==> src/rtl/dds_cordic_mc.sv <==
// Multi-channel DDS: round-robin phase accumulators time-share one unrolled,
// pipelined CORDIC that emits channel-tagged quadrature samples.
module dds_cordic_mc #(
  parameter int unsigned PW   = 16,
  parameter int unsigned AW   = 16,
  parameter int unsigned NCH  = 4,
  parameter int unsigned ITER = 14,
  localparam int unsigned CHW = (NCH > 1) ? $clog2(NCH) : 1
) (
  input  logic                 clk,
  input  logic                 reset,
  input  logic                 cen,
  input  logic                 cfg_we,
  input  logic                 cfg_sel,
  input  logic [CHW-1:0]       cfg_ch,
  input  logic [PW-1:0]        cfg_data,
  input  logic                 sync,
  output logic signed [AW-1:0] sin_out,
  output logic signed [AW-1:0] cos_out,
  output logic [CHW-1:0]       out_ch,
  output logic                 out_valid
);

  localparam int unsigned XW = AW + 2;
  localparam int unsigned ZW = PW + 2;
  localparam int AMAX_I = (2 ** (AW - 1)) - 1;
  localparam int X0_I   = $rtoi(0.6072529 * real'(AMAX_I) + 0.5);
  localparam logic signed [XW-1:0] X_INIT = XW'(X0_I);
  localparam logic signed [XW-1:0] AMAX   = XW'(AMAX_I);

  // atan(2^-i) in phase units (full turn = 2^PW), rounded, packed per stage
  function automatic logic [ITER*ZW-1:0] atan_tab();
    logic [ITER*ZW-1:0] tab;
    real t;
    real a;
    tab = '0;
    t   = 1.0;
    for (int i = 0; i < int'(ITER); i++) begin
      a = $atan(t) / (2.0 * 3.14159265358979) * (2.0 ** PW);
      tab[i*ZW +: ZW] = ZW'($rtoi(a + 0.5));
      t = t / 2.0;
    end
    return tab;
  endfunction

  localparam logic [ITER*ZW-1:0] ATAN_TAB = atan_tab();

  function automatic logic signed [AW-1:0] sat(input logic signed [XW-1:0] v);
    if (v > AMAX) return AW'(AMAX);
    if (v < -AMAX) return AW'(-AMAX);
    return AW'(v);
  endfunction

  logic [PW-1:0]  fcw    [NCH];
  logic [PW-1:0]  offset [NCH];
  logic [PW-1:0]  acc    [NCH];
  logic [CHW-1:0] ch_ptr;
  logic [PW-1:0]  phase_c;
  logic           inject_c;

  assign phase_c  = acc[ch_ptr] + offset[ch_ptr];
  assign inject_c = cen & ~sync;

  // Scheduler and per-channel config; serviced channel sees pre-write values
  always_ff @(posedge clk or posedge reset) begin
    if (reset) begin
      ch_ptr <= '0;
      for (int i = 0; i < int'(NCH); i++) begin
        fcw[i]    <= '0;
        offset[i] <= '0;
        acc[i]    <= '0;
      end
    end else begin
      if (sync) begin
        ch_ptr <= '0;
        for (int i = 0; i < int'(NCH); i++) acc[i] <= '0;
      end else if (cen) begin
        acc[ch_ptr] <= acc[ch_ptr] + fcw[ch_ptr];
        ch_ptr      <= (ch_ptr == CHW'(NCH - 1)) ? '0 : ch_ptr + CHW'(1);
      end
      if (cfg_we) begin
        for (int i = 0; i < int'(NCH); i++) begin
          if (cfg_ch == CHW'(i)) begin
            if (cfg_sel) offset[i] <= cfg_data;
            else         fcw[i]    <= cfg_data;
          end
        end
      end
    end
  end

  logic signed [XW-1:0] xp [ITER+1];
  logic signed [XW-1:0] yp [ITER+1];
  logic signed [ZW-1:0] zp [ITER+1];
  logic [1:0]           qp [ITER+1];
  logic [CHW-1:0]       cp [ITER+1];
  logic [ITER:0]        vp;

  // Fold register (index 0) then ITER micro-rotations. z0 is the raw residual
  // in [0, quarter turn); the 45-degree first stage supplies the centring.
  always_ff @(posedge clk or posedge reset) begin
    if (reset) begin
      for (int i = 0; i <= int'(ITER); i++) begin
        xp[i] <= '0;
        yp[i] <= '0;
        zp[i] <= '0;
        qp[i] <= '0;
        cp[i] <= '0;
      end
      vp <= '0;
    end else begin
      xp[0] <= X_INIT;
      yp[0] <= '0;
      zp[0] <= ZW'(phase_c[PW-3:0]);
      qp[0] <= phase_c[PW-1 -: 2];
      cp[0] <= ch_ptr;
      vp[0] <= inject_c;
      for (int i = 0; i < int'(ITER); i++) begin
        if (zp[i][ZW-1]) begin
          xp[i+1] <= xp[i] + (yp[i] >>> i);
          yp[i+1] <= yp[i] - (xp[i] >>> i);
          zp[i+1] <= zp[i] + $signed(ATAN_TAB[i*ZW +: ZW]);
        end else begin
          xp[i+1] <= xp[i] - (yp[i] >>> i);
          yp[i+1] <= yp[i] + (xp[i] >>> i);
          zp[i+1] <= zp[i] - $signed(ATAN_TAB[i*ZW +: ZW]);
        end
        qp[i+1] <= qp[i];
        cp[i+1] <= cp[i];
        vp[i+1] <= vp[i];
      end
    end
  end

  logic signed [XW-1:0] map_cos_c;
  logic signed [XW-1:0] map_sin_c;

  // Quadrant restore
  always_comb begin
    map_cos_c = xp[ITER];
    map_sin_c = yp[ITER];
    case (qp[ITER])
      2'd1: begin
        map_cos_c = -yp[ITER];
        map_sin_c = xp[ITER];
      end
      2'd2: begin
        map_cos_c = -xp[ITER];
        map_sin_c = -yp[ITER];
      end
      2'd3: begin
        map_cos_c = yp[ITER];
        map_sin_c = -xp[ITER];
      end
      default: begin
        map_cos_c = xp[ITER];
        map_sin_c = yp[ITER];
      end
    endcase
  end

  // Output register: samples hold while no new one arrives
  always_ff @(posedge clk or posedge reset) begin
    if (reset) begin
      sin_out   <= '0;
      cos_out   <= '0;
      out_ch    <= '0;
      out_valid <= 1'b0;
    end else begin
      out_valid <= vp[ITER];
      if (vp[ITER]) begin
        cos_out <= sat(map_cos_c);
        sin_out <= sat(map_sin_c);
        out_ch  <= cp[ITER];
      end
    end
  end

endmodule

==> config.mk <==
export PLATFORM = sky130hd
export DESIGN_NAME = dds_cordic_mc
export DESIGN_NICKNAME = d
export VERILOG_FILES = /design/src/rtl/dds_cordic_mc.sv
export SDC_FILE = /design/constraint.sdc
export NUM_CORES = 2
export LEC_CHECK = 0
export ABC_AREA = 1
export CORE_ASPECT_RATIO = 1.25
export CORE_MARGIN = 3
export CORE_UTILIZATION = 45
export DETAILED_ROUTE_END_ITERATION = 8
export GPL_TIMING_DRIVEN = 0
export PLACE_DENSITY_LB_ADDON = 0.3
export REMOVE_ABC_BUFFERS = 1
export SYNTH_ARGS = -nofsm -noshare
export SYNTH_HDL_FRONTEND = slang
export SYNTH_SLANG_ARGS = --single-unit
==> constraint.sdc <==
create_clock -name clk -period 32.8 [get_ports clk]
set_clock_uncertainty 0.2 [all_clocks]
set_input_delay 4.92 -clock clk [delete_from_list [all_inputs] [get_ports clk]]
set_output_delay 4.92 -clock clk [all_outputs]
set_load 0.01 [all_outputs]
# Word-level counts from Yosys, hierarchy flattened
# Index checks and enable logic that the tools add are counted.
# W data, S select, Z words.
# word_totals
register_bits,1019
inputBits,24
output_inout_bits,35
word_cells,273
# classes
addsub,80
order_cmp,6
n_eq_ne,7
muxes,75
n_bitwise,4
reduce_logical,11
# ops
cell,n
$mux W18,38
$mux W16,15
$mux W64,2
$pmux W18 S3,2
$bmux W16 S2,3
$bwmux W64,1
$add A18 B10 Y18,2
$add A18 B11 Y18,2
$add A18 B12 Y18,2
$add A18 B13 Y18,2
$add A18 B14 Y18,2
$add A18 B15 Y18,2
$add A18 B16 Y18,2
$add A18 B5 Y18,2
$add A18 B6 Y18,2
$add A18 B7 Y18,2
$add A18 B8 Y18,2
$add A18 B9 Y18,2
$gt A18 B16 Y1 const B,2
$lt A18 B16 Y1 const B,2
$neg A18 Y18,2
$sub A18 B10 Y18,2
$sub A18 B11 Y18,2
$sub A18 B12 Y18,2
52 further kinds,86

# Depth between registers and ports, before layout
# logic_depth
ltp_word,9
depth_mapped,22

# Worst setup path after synthesis
# No wires, ideal clock.
# synth_path
path_kind,input-to-reg
start,input sync
end,register acc[3] (netlist bit)
setup_time_ns,0.083
arrival_time_ns,5.844
path_slack_ns,26.673
stages,7
n_path_buf,2
path_cell_list,clkbuf_1 nor2_1 inv_1 nor2_1 inv_1 clkbuf_1 o21ai_0
# synth_between
elab_chain_cells,1
# synth_rtl
element,line,text
"start, declared",17,"input logic sync,"
$mux W64 or $reduce_bool A2 Y1 (tied branches),--,
"end signal, assigned by index",78,acc[ch_ptr] <= acc[ch_ptr] + fcw[ch_ptr];
"end, declared",56,logic [PW-1:0] acc [NCH];
# Several ways; a longest one is shown, not always the timed one.
# A chain may end at the register's enable or synchronous reset.

# Worst setup path after layout
# layout_path
start,register sin_out[0]
end,output sin_out[0]
# layout_lines
element,line,text
"start, declared",18,"output logic signed [AW-1:0] sin_out,"
"start signal, assigned",173,sin_out <= sat(map_sin_c);
# No word-level cell between the ends.

==> impl_metrics.py <==
metrics = {
    "place": {
        "place_hpwl_mm": 114.4,
        "postPlaceCellArea_mm2": 0.06481,
        "place_congestion": 0.9215,
        "io_buffers": 58,
    },
    "worst_setup_path": {
        "worstPathRequired_ns": 27.68,
        "worstRegToRegCells": 12,
        "path_buf_inv": 1,
        "crit_chain": "clkdlybuf4s50_1",
        "crit_arrival_ns": 1.73,
        "cp-end-kind": "primary output",
        "startpoint": "sin_out[0]$_DFFE_PP0P_",
        "r2r-start": "zp[161]$_DFF_PP0_",
        "critPathLaunchType": "register",
        "crit_fanout": 2,
        "critical_path.top_delay_family": "buffers and inverters",
        "path_depth": 1,
        "path_class": "register to primary output",
        "slowest_delay_ns": 0.58,
        "crit_path_top_delay_cell": "clkdlybuf4s50_1",
    },
    "logic_synthesis": {
        "yosysUniqueCellTypes": 59,
        "syn_avg_cell_area_um2": 8.384,
        "yosys.area.top_type": "dfrtp_1",
        "synthCells": 7403,
        "yosysSeqAreaShare_pct": 38.91,
        "synth_area_mm2": 0.06207,
        "yosys.area.top_type_share_pct": 38.91,
        "synth_common_cells": "nand2_1 (1422), dfrtp_1 (965), inv_1 (789)",
        "ys_ff_latch": 965,
        "yosysWarnings": 0,
        "yosysMostFrequentCell": "nand2_1",
        "ys.flop_type": "dfrtp_1",
        "synth_area_leaders": "dfrtp_1 (39%), ha_1 (13%), nand2_1 (8.6%)",
        "synth-async-reset-ratio_pct": 100.0,
        "synth_edf_count": 0,
    },
    "sta": {
        "drv_slew": 0,
        "fin_crit_ns": 6.851,
        "relSlewSlack_pct": 9.956,
        "finalHoldViolations": 0,
        "setup_viol": 0,
        "period_share_pct": 20.89,
        "max_freq_mhz": 146.0,
        "rsz0062_at_grt": "false",
        "tightest_slew_ns": 1.347,
    },
    "floorplanning": {
        "initial_core_util_pct": 45.56,
        "die-area_mm2": 0.1425,
        "coreArea_mm2": 0.1362,
        "placementRows": 151,
        "die_h_um": 421.2,
        "ios": 59,
        "die_w_um": 338.2,
    },
    "hold_path": {
        "hold_class": "register to register",
        "hold_depth": 0,
        "worstHoldStart": "zp[90]$_DFF_PP0_",
    },
    "grt": {
        "antenna_found_initial": 0,
        "grt_max_degree": 139,
        "grt_overflow": 0,
        "grt_pass1_vias": 49660,
        "grt_use_total_pct": 20.49,
        "grt_pass1_wl_mm": 242.5,
    },
    "outcome": {
        "status": "finished clean",
    },
    "routing": {
        "route.detailed.drc": 0,
        "post_drt_via_cell_ratio": 5.287,
        "routedWlPerCell_um": 15.67,
        "wl_mm": 147.0,
        "drt_first_pass_iters": 6,
        "drt-initial-drc-count": 2810,
        "antenna_left": 0,
        "route.vias.total": 49600,
    },
    "finish": {
        "fin_nets": 8186,
        "area_growth_pct": 10.20,
        "fillers": 12860,
        "drive_gt1_share_pct": 3.102,
        "final_area_mm2": 0.06840,
    },
    "clocking": {
        "ctsResizeCount": 0,
        "cts-htree-levels": 3,
        "cts_tree": "done",
        "postCtsHoldBufs": 0,
        "cts.sinks": 965,
        "clk_latency_ns": 0.71,
        "cts_made_buffers": 103,
        "cts_buffer_depth": 3,
        "ctsRootBufferMaster": "clkbuf_16",
        "path_clk_slew_ns": 0.06,
        "postCtsSetupBuffers": 0,
    },
    "job": {
        "drv_cap": 0,
    },
}
==> layout by cell type (no fill, tap or decap), types with 13 or more instances in the layout <==
cell type and count:
a21boi_0 15, a21o_1 23, a21oi_1 678, a31oi_1 119, and2_1 17, bufinv_16 14, clkbuf_1 13, clkbuf_16 104
clkdlybuf4s50_1 58, clkinv_2 18, dfrtp_1 963, fa_1 35, ha_1 665, inv_1 787, nand2_1 1422, nand3_1 246
nand4_1 51, nor2_1 554, nor3_1 105, o211ai_1 28, o21ai_0 584, o22ai_1 47, o31ai_1 64, xnor2_1 215
xor2_1 533
==> registers in the layout, indices dropped and copies added (netlist names) <==
register / count
vp: 15
zp: 225
fcw: 64
xp: 216
yp: 220
ch_ptr: 2
offset: 64
sin_out: 16
cos_out: 16
qp: 30
out_ch: 2
out_valid: 1
cp: 30
acc: 64
==> per-layer routing <==
metal | routed length [um] | global-route usage, % | vias to the layer above | share of wire (%)
met1 | 57040 | 22.29 | 23360 | 39
met3 | 5069 | 2.167 | 383 | 3.4
li1 | - | - | 24870 | -
met5 | 0 | 0 | - | 0
met4 | 7212 | 10.03 | 0 | 4.9
met2 | 77710 | 39.22 | 991 | 53
==> kinds of logic after synthesis <==
logic type      count (synthesis)  synth area share, %
simple gates                 2448                16.09
buf+inv                       916                5.628
flops                         965                38.91
xor+xnor                      748                10.55
other cells                     1             0.006042
compound gates               1625                14.28
fa+ha+maj                     700                14.53
==> cell type report <==
cell class                      instances  area (um2)  area share, %
Multi-Input combinational cell       5522       34440          50.35
Clock buffer                          128        2803          4.097
Timing Repair Buffer                   72       914.6          1.337
Sequential cell                       965       24150          35.31
Inverter                              798        3004          4.392
Clock inverter                         59       787.0          1.151
Tap cell                             1836        2297          3.358
Antenna cell                            1       2.502       0.003658
==> through the flow <==
step / hold WS, ns / setup WS (ns) / util, % / TNS, ns / instances
finish: 0.1373 / 25.95 / 50.21 / 0 / 9381
global route: 0.1420 / 25.82 / 50.21 / 0 / 9380
CTS: 0.1320 / 25.89 / 50.21 / 0 / 9380
detailed placement: 0.1347 / 25.32 / 47.58 / 0 / 9193
global placement: 0.1314 / -9.065 / 47.31 / -8625.12 / 9179
floorplan: 0.1312 / 0.5363 / - / 0 / 7285
==> path summary, 6_finish.rpt <==
path / end / slack (ns)
worst max register to register: xp[140]$_DFF_PP0_ / 27.96
worst min register to register: zp[72]$_DFF_PP0_ / 0.14
min in group asynchronous: zp[122]$_DFF_PP0_ / 4.49
worst max-delay path: sin_out[0] / 25.95
max in group asynchronous: xp[177]$_DFF_PP0_ / 26.38
worst min-delay path: zp[72]$_DFF_PP0_ / 0.14
Power is left out: the tool's default activity adds up to more than one toggle a clock period on the data nets, which glitch-free logic cannot reach.
